[src/rtl/dcache_controller.sv]
// Sequential data-cache controller: single-cycle load hits, write-through stores, burst line refill.
// Define DCACHE_PERF_CNT_EN to add saturating hit_count/miss_count outputs.
module dcache_controller #(
    parameter int WordSize  = 32,
    parameter int AddrSize  = 32,
    parameter int LineWords = 4
) (
    input  logic                         clk,
    input  logic                         rst,
    input  logic                         dcache_en,
    input  logic                         dcache_rw,
    input  logic [AddrSize-1:0]          cpu_addr,
    input  logic [WordSize-1:0]          cpu_wdata,
    input  logic                         cache_hit,
    output logic                         stall,
    output logic                         cpu_ready,
    output logic                         read_enable,
    output logic                         write_enable,
    output logic                         fill_en,
    output logic [$clog2(LineWords)-1:0] fill_word,
    output logic [WordSize-1:0]          fill_data,
    output logic                         mem_req,
    output logic                         mem_wEn,
    output logic [AddrSize-1:0]          mem_addr,
    output logic [WordSize-1:0]          mem_wdata,
    output logic                         isBurst,
    input  logic                         mem_busy,
    input  logic                         mem_rvalid,
    input  logic [WordSize-1:0]          mem_rdata
`ifdef DCACHE_PERF_CNT_EN
    ,
    output logic [31:0]                  hit_count,
    output logic [31:0]                  miss_count
`endif
);
    localparam int CntW = $clog2(LineWords);
    localparam int OffW = $clog2(LineWords * WordSize / 8);

    typedef enum logic [2:0] {IDLE, WR_REQ, RD_REQ, RD_FILL, RD_DONE} state_t;

    state_t               state_q, state_d;
    logic [CntW-1:0]      cnt_q, cnt_d;
    logic [AddrSize-1:0]  addr_q, addr_d;
    logic [WordSize-1:0]  data_q, data_d;

    always_ff @(posedge clk or posedge rst) begin
        if (rst) begin
            state_q <= IDLE;
            cnt_q   <= '0;
            addr_q  <= '0;
            data_q  <= '0;
        end else begin
            state_q <= state_d;
            cnt_q   <= cnt_d;
            addr_q  <= addr_d;
            data_q  <= data_d;
        end
    end

    // Handshake strobes are combinational so hits and accepts complete in the same cycle.
    always_comb begin
        state_d      = state_q;
        cnt_d        = cnt_q;
        addr_d       = addr_q;
        data_d       = data_q;
        stall        = 1'b0;
        cpu_ready    = 1'b0;
        read_enable  = 1'b0;
        write_enable = 1'b0;
        fill_en      = 1'b0;
        fill_word    = '0;
        fill_data    = '0;
        mem_req      = 1'b0;
        mem_wEn      = 1'b0;
        mem_addr     = '0;
        mem_wdata    = '0;
        isBurst      = 1'b0;
        case (state_q)
            IDLE: begin
                if (dcache_en) begin
                    if (!dcache_rw && cache_hit) begin
                        read_enable = 1'b1;
                        cpu_ready   = 1'b1;
                    end else if (!dcache_rw) begin
                        stall   = 1'b1;
                        addr_d  = cpu_addr;
                        state_d = RD_REQ;
                    end else begin
                        write_enable = cache_hit;
                        stall        = 1'b1;
                        addr_d       = cpu_addr;
                        data_d       = cpu_wdata;
                        state_d      = WR_REQ;
                    end
                end
            end
            WR_REQ: begin
                stall     = 1'b1;
                mem_req   = 1'b1;
                mem_wEn   = 1'b1;
                mem_addr  = addr_q;
                mem_wdata = data_q;
                if (!mem_busy) begin
                    cpu_ready = 1'b1;
                    state_d   = IDLE;
                end
            end
            RD_REQ: begin
                stall    = 1'b1;
                mem_req  = 1'b1;
                isBurst  = 1'b1;
                mem_addr = {addr_q[AddrSize-1:OffW], {OffW{1'b0}}};
                if (!mem_busy) begin
                    cnt_d   = '0;
                    state_d = RD_FILL;
                end
            end
            RD_FILL: begin
                stall = 1'b1;
                if (mem_rvalid) begin
                    fill_en   = 1'b1;
                    fill_word = cnt_q;
                    fill_data = mem_rdata;
                    cnt_d     = cnt_q + 1'b1;
                    if (cnt_q == CntW'(LineWords - 1)) state_d = RD_DONE;
                end
            end
            RD_DONE: begin
                read_enable = 1'b1;
                cpu_ready   = 1'b1;
                state_d     = IDLE;
            end
            default: state_d = IDLE;
        endcase
        // Reset forces every output low immediately, even while inputs are active.
        if (rst) begin
            stall        = 1'b0;
            cpu_ready    = 1'b0;
            read_enable  = 1'b0;
            write_enable = 1'b0;
            fill_en      = 1'b0;
            fill_word    = '0;
            fill_data    = '0;
            mem_req      = 1'b0;
            mem_wEn      = 1'b0;
            mem_addr     = '0;
            mem_wdata    = '0;
            isBurst      = 1'b0;
        end
    end

`ifdef DCACHE_PERF_CNT_EN
    logic [31:0] hit_q, miss_q;
    logic        hitEvt, missEvt;

    assign hitEvt  = (state_q == IDLE) && dcache_en && cache_hit;
    assign missEvt = (state_q == IDLE) && dcache_en && !cache_hit;

    always_ff @(posedge clk or posedge rst) begin
        if (rst) begin
            hit_q  <= '0;
            miss_q <= '0;
        end else begin
            if (hitEvt && (hit_q != 32'hFFFF_FFFF))   hit_q  <= hit_q + 32'd1;
            if (missEvt && (miss_q != 32'hFFFF_FFFF)) miss_q <= miss_q + 32'd1;
        end
    end

    assign hit_count  = hit_q;
    assign miss_count = miss_q;
`endif
endmodule

[config.mk]
export PLATFORM = sky130hd
export DESIGN_NAME = dcache_controller
export DESIGN_NICKNAME = d
export VERILOG_FILES = /design/src/rtl/dcache_controller.sv
export SDC_FILE = /design/constraint.sdc
export NUM_CORES = 1
export LEC_CHECK = 0
export CAP_MARGIN = 30
export CORE_ASPECT_RATIO = 0.5
export CORE_MARGIN = 2
export CORE_UTILIZATION = 38
export CTS_BUF_LIST = sky130_fd_sc_hd__clkbuf_16
export DETAILED_ROUTE_END_ITERATION = 12
export PLACE_DENSITY = 0.93
export SYNTH_ARGS = -nofsm -noshare
export SYNTH_HDL_FRONTEND = slang
export SYNTH_SLANG_ARGS = --single-unit
[constraint.sdc]
create_clock -name clk -period 2.5 [get_ports clk]
set_clock_uncertainty 0.1 [all_clocks]
set_input_delay 0.25 -clock clk [delete_from_list [all_inputs] [get_ports clk]]
set_output_delay 0.25 -clock clk [all_outputs]
set_load 0.02 [all_outputs]
== Word-level counts from Yosys, hierarchy flattened ==
Index checks and enable logic that the tools add are counted.
Operators by class
  reductions and logical operators: 10
  mux-type cells: 46
  bitwise logic cells: 1
  add/sub/neg operators: 1
  equality and inequality tests: 11
Operators with widths (number)
  2-to-1 mux 32 bit: 6
  case mux 32 bit (2 select lines): 1
  2-to-1 mux 1 bit: 22
  2-to-1 mux 3 bit: 6
  2-to-1 mux 2 bit: 6
  inequality test 2 bit (second input constant): 6
  case mux 3 bit (4 select lines): 1
  == test 3 x 2 -> 1 bit (second input constant): 2
  AND reduction 3 bit: 2
  AND reduction 6 bit: 1
  case mux 1 bit (2 select lines): 2
  case mux 2 bit (2 select lines): 1
  AND reduction 4 bit: 1
  == test 3 x 1 -> 1 bit (second input constant): 1
  == test 3 bit (second input constant): 1
  logical NOT 3 bit: 1
  case mux 1 bit (3 select lines): 1
  OR reduction 3 bit: 1
  adder 2 x 1 -> 2 bit (second input constant): 1
  == test 2 bit (second input constant): 1
  nonzero test 2 bit: 1
  OR reduction 2 bit: 1
  logical AND 1 bit: 1
  logical NOT 1 bit: 1
  NOT 1 bit: 1
Storage, ports and cells
  register bits after elaboration: 69
  logic and storage cells: 73
  bits of input ports: 103
  output and inout port bits: 106

== Depth between registers and ports, before layout ==
  word-level depth: 6
  depth in mapped cells: 6
  depth with buffers taken out: 4

== Worst setup path before layout ==
Ideal clock, no wire load.
  path type: input port to output port
  start point: input rst
  end point: output write_enable
  data arrival time: 2164 ps
  stages: 2
  path buffers: 0
  setup slack: -14 ps
  data required time: 2150 ps
  cells stage by stage: inv_1 and3_1
On the way
  cells in the longest elaborated chain, start to end: 1
Ends and longest elaborated chain
  start: declaration: RTL line 9  | input logic rst,
  2-to-1 mux 1 bit: RTL line 136  | if (rst) begin
  end: declaration: RTL line 18  | output logic write_enable,
Every way passes these cells.

== Worst setup path after layout ==
  start point: register state_q[2]
  end point: output cpu_ready
On the way
  cells in the longest elaborated chain, start to end: 3
  elaborated cells on any way between the ends: 5
  classes of those cells: eq/ne: 2; mux: 2; reduce/logical: 1
Ends and longest elaborated chain
  start: declaration: RTL line 41  | state_t state_q, state_d;
  start signal: assignment: RTL line 53  | state_q <= state_d;
  == test 3 bit (tied with other cells): RTL line 78  | case (state_q)
  case mux 1 bit (3 select lines) *: RTL line 78
  2-to-1 mux 1 bit *: RTL line 136
  end: declaration: RTL line 16  | output logic cpu_ready,
Every way passes the cells marked *; elsewhere a longest branch is shown, timed or not.

==> reports/qor.yml <==
synthesis:
  async_flop_share: 1.00
  synth_area_per_cell_um2: 11.8
  syn-num-nets: 397
  ys_ff_latch: 69
  syn_area_um2: 3460
  syn-instance-count: 293
  synth_edf_count: 0
  synth_ff_type: "dfrtp_1"
  yosys_warnings: 0
  synth_cell_types: 33
  yosysSeqAreaShare: 0.498
cts:
  cts-htree-levels: 3
  insertion_delay_ns: 0.34
  cts.sinks: 69
  cts_tree: "done"
  cts-root-buf: "clkbuf_16"
  cts_buffers: 9
  ctsLongestPathBuffers: 2
  clkTransAtPathRegs_ns: 0.06
floorplan:
  pin_count: 209
  die_h_um: 71.5
  core_um2: 8770
  die_w_um: 139
  die-area_um2: 9940
  rows: 24
  start_util: 0.395
global_routing:
  grt_pass1_wl_um: 16900
  grt_use_met1: 0.225
  grt_max_degree: 70
  grt_use_met3: 0.0749
  gr-usage-met2: 0.413
  grt_pass1_vias: 3225
  antenna_found_initial: 0
  top_usage_layer: "met2"
  overflow: 0
  grt_use_total: 0.221
power_and_ir_drop:
  ir_drop_mv: 0.418
  power.density_nw_per_um2: 941
  leakage_nw: 3.07
drt:
  final_antenna_net_count: 0
  dr.pass1.iters: 4
  viasPerCell: 4.80
  wl_per_cell_um: 16.8
  vias: 3020
  wl_um: 10600
  drc: 0
  drt_iter0_drc: 92
placement:
  place_inst: 611
  place_hpwl_um: 7930
  dp_worst_setup_slack_ns: 0.0102
  place.gp.congestion: 0.820
  io_buffers: 208
worst_setup_path:
  cp-end-kind: "output pin"
  slowest_delay_ns: 0.66
  critPathKind: "reg2out"
  start_kind: "register"
  critical_path.cell_chain: "nor4b_4 -> buf_4 -> inv_1 -> o32ai_1 -> clkdlybuf4s50_1"
  slowest_stage: "clkdlybuf4s50_1"
  path_max_fanout: 6
  required_ns: 2.15
  critPathBufInv: 3
  critPathTopFamily: "buffers and inverters"
  cp.arrival_ns: 2.08
final_layout:
  fill_cells: 649
  nets: 611
  syn_to_final_growth_pct: 70.9
  num_antenna_cells: 0
  ff_latch_area_um2: 1730
  fin_cells: 629
  multiInputGateArea_um2: 1620
  drive_gt1_frac: 0.180
sta:
  worst_pin_slew_ns: 0.896
  tns_ns: 0
  period_share: 0.971
  setup_viol: 0
  fmax_mhz: 412
  maxSlewViolCount: 0
  hold_viol_final: 0
  rsz0062_at_grt: "false"
  max-slew-margin-rel: 0.403
  fin_crit_ns: 2.43
  fin_ws_ns: 0.0719
outcome:
  outcome: "finished, final reports clean"
run:
  drv_cap: 0
min_path:
  hp-class: "reg2reg"
==> worst register-to-register path: stages (launching register included) <==
cell and delay (ns):
dfrtp_2 0.50, or2_4 0.30, nor3_4 0.17, buf_4 0.40
mux2_2 0.41
==> stage by stage <==
step           total power, mW  hold WS [ns]  utilization  area (um2)
2_1_floorplan             3.48         0.285            -        3470
3_3_place_gp              4.58         0.362        0.653        5730
3_5_place_dp              4.72         0.374        0.653        5730
4_1_cts                   5.65         0.386        0.672        5890
5_1_grt                   5.92         0.410        0.675        5920
6_report                  5.57         0.387        0.675        5920
==> area by class of cell <==
type / count / area share
Tap cell: 117 / 0.0247
Sequential cell: 69 / 0.292
Multi-Input combinational cell: 200 / 0.273
Inverter: 4 / 0.00317
Clock inverter: 7 / 0.00465
Clock buffer: 9 / 0.0380
Timing Repair Buffer: 223 / 0.364
==> final timing paths <==
path                       slack (ns)                    from  cells after the start                endpoint
setup reg to reg                 0.49  state_q[1]$_DFFE_PP0P_                      4  data_q[16]$_DFFE_PP0P_
max in group asynchronous        1.01                     rst                      4  state_q[1]$_DFFE_PP0P_
min in group asynchronous        0.68                     rst                      4    cnt_q[1]$_DFFE_PP0P_
setup / recovery                 0.07  state_q[2]$_DFFE_PP0P_                      5               cpu_ready
hold / removal                   0.39  data_q[31]$_DFFE_PP0P_                      1  data_q[31]$_DFFE_PP0P_
hold reg to reg                  0.39  data_q[31]$_DFFE_PP0P_                      1  data_q[31]$_DFFE_PP0P_
==> repair_timing <==
| item | 4_1_cts | 5_1_grt |
|---|---|---|
| pin swaps | 1 | 0 |
| gates cloned | 1 | 0 |
| endpoints found under the hold margin | 0 | 0 |
| resized for setup | 90 | 13 |
| endpoints found under the setup margin | 101 | 13 |
| hold buffers | 0 | 0 |
| setup buffers | 1 | 0 |
==> registers in the layout, indices dropped and copies added, names as in the netlist <==
signal,cells
state_q,3
addr_q,32
cnt_q,2
data_q,32
==> routing by layer <==
layer | share of wire | wire length [um]
met3 | 0.059 | 627
met1 | 0.37 | 3880
met4 | 0.048 | 503
met2 | 0.53 | 5560
met5 | 0 | 0
==> cell families after synthesis <==
family          share of synthesized area
simple gates                        0.229
flops                               0.498
mux                                 0.211
buf+inv                            0.0383
compound gates                     0.0173
xor+xnor                          0.00253
fa+ha+maj                         0.00361
==> cell usage in the layout (no fill, tap or decap), drive strengths merged, types with 2 or more instances in the layout <==
master	synthesis	routed
inv	4	7
dfrtp	69	69
clkdlybuf4s50	0	107
clkbuf	9	9
a21oi	3	3
mux2	64	64
nand2b	3	3
nor3	3	3
buf	11	15
nand3	2	2
nor4b	2	2
a22o	2	2
nand2	3	3
dlymetal6s2s	0	13
dlygate4sd2	0	88
and2	99	99
nor2	5	5
clkinv	0	3
==> cell usage after synthesis, types with 2 or more instances <==
| cell type | instances | share of area |
|---|---|---|
| a21oi_1 | 3 | 0.0043 |
| a22o_1 | 2 | 0.0051 |
| and2_1 | 99 | 0.18 |
| buf_2 | 4 | 0.0058 |
| buf_4 | 4 | 0.0087 |
| buf_6 | 3 | 0.0098 |
| clkbuf_1 | 9 | 0.0098 |
| dfrtp_1 | 69 | 0.50 |
| inv_1 | 4 | 0.0043 |
| mux2_1 | 4 | 0.013 |
| mux2_2 | 60 | 0.20 |
| nand2_1 | 3 | 0.0033 |
| nand2b_1 | 3 | 0.0054 |
| nand3_1 | 2 | 0.0029 |
| nor2_1 | 5 | 0.0054 |
| nor3_1 | 2 | 0.0029 |
==> power by group <==
group	leakage [nW]	switching [mW]	internal, mW
Combinational	2.10	1.17	1.30
Clock	0.139	0.447	0.647
Sequential	0.830	0.324	1.68
Note: power is estimated with default switching activity, not from simulation.
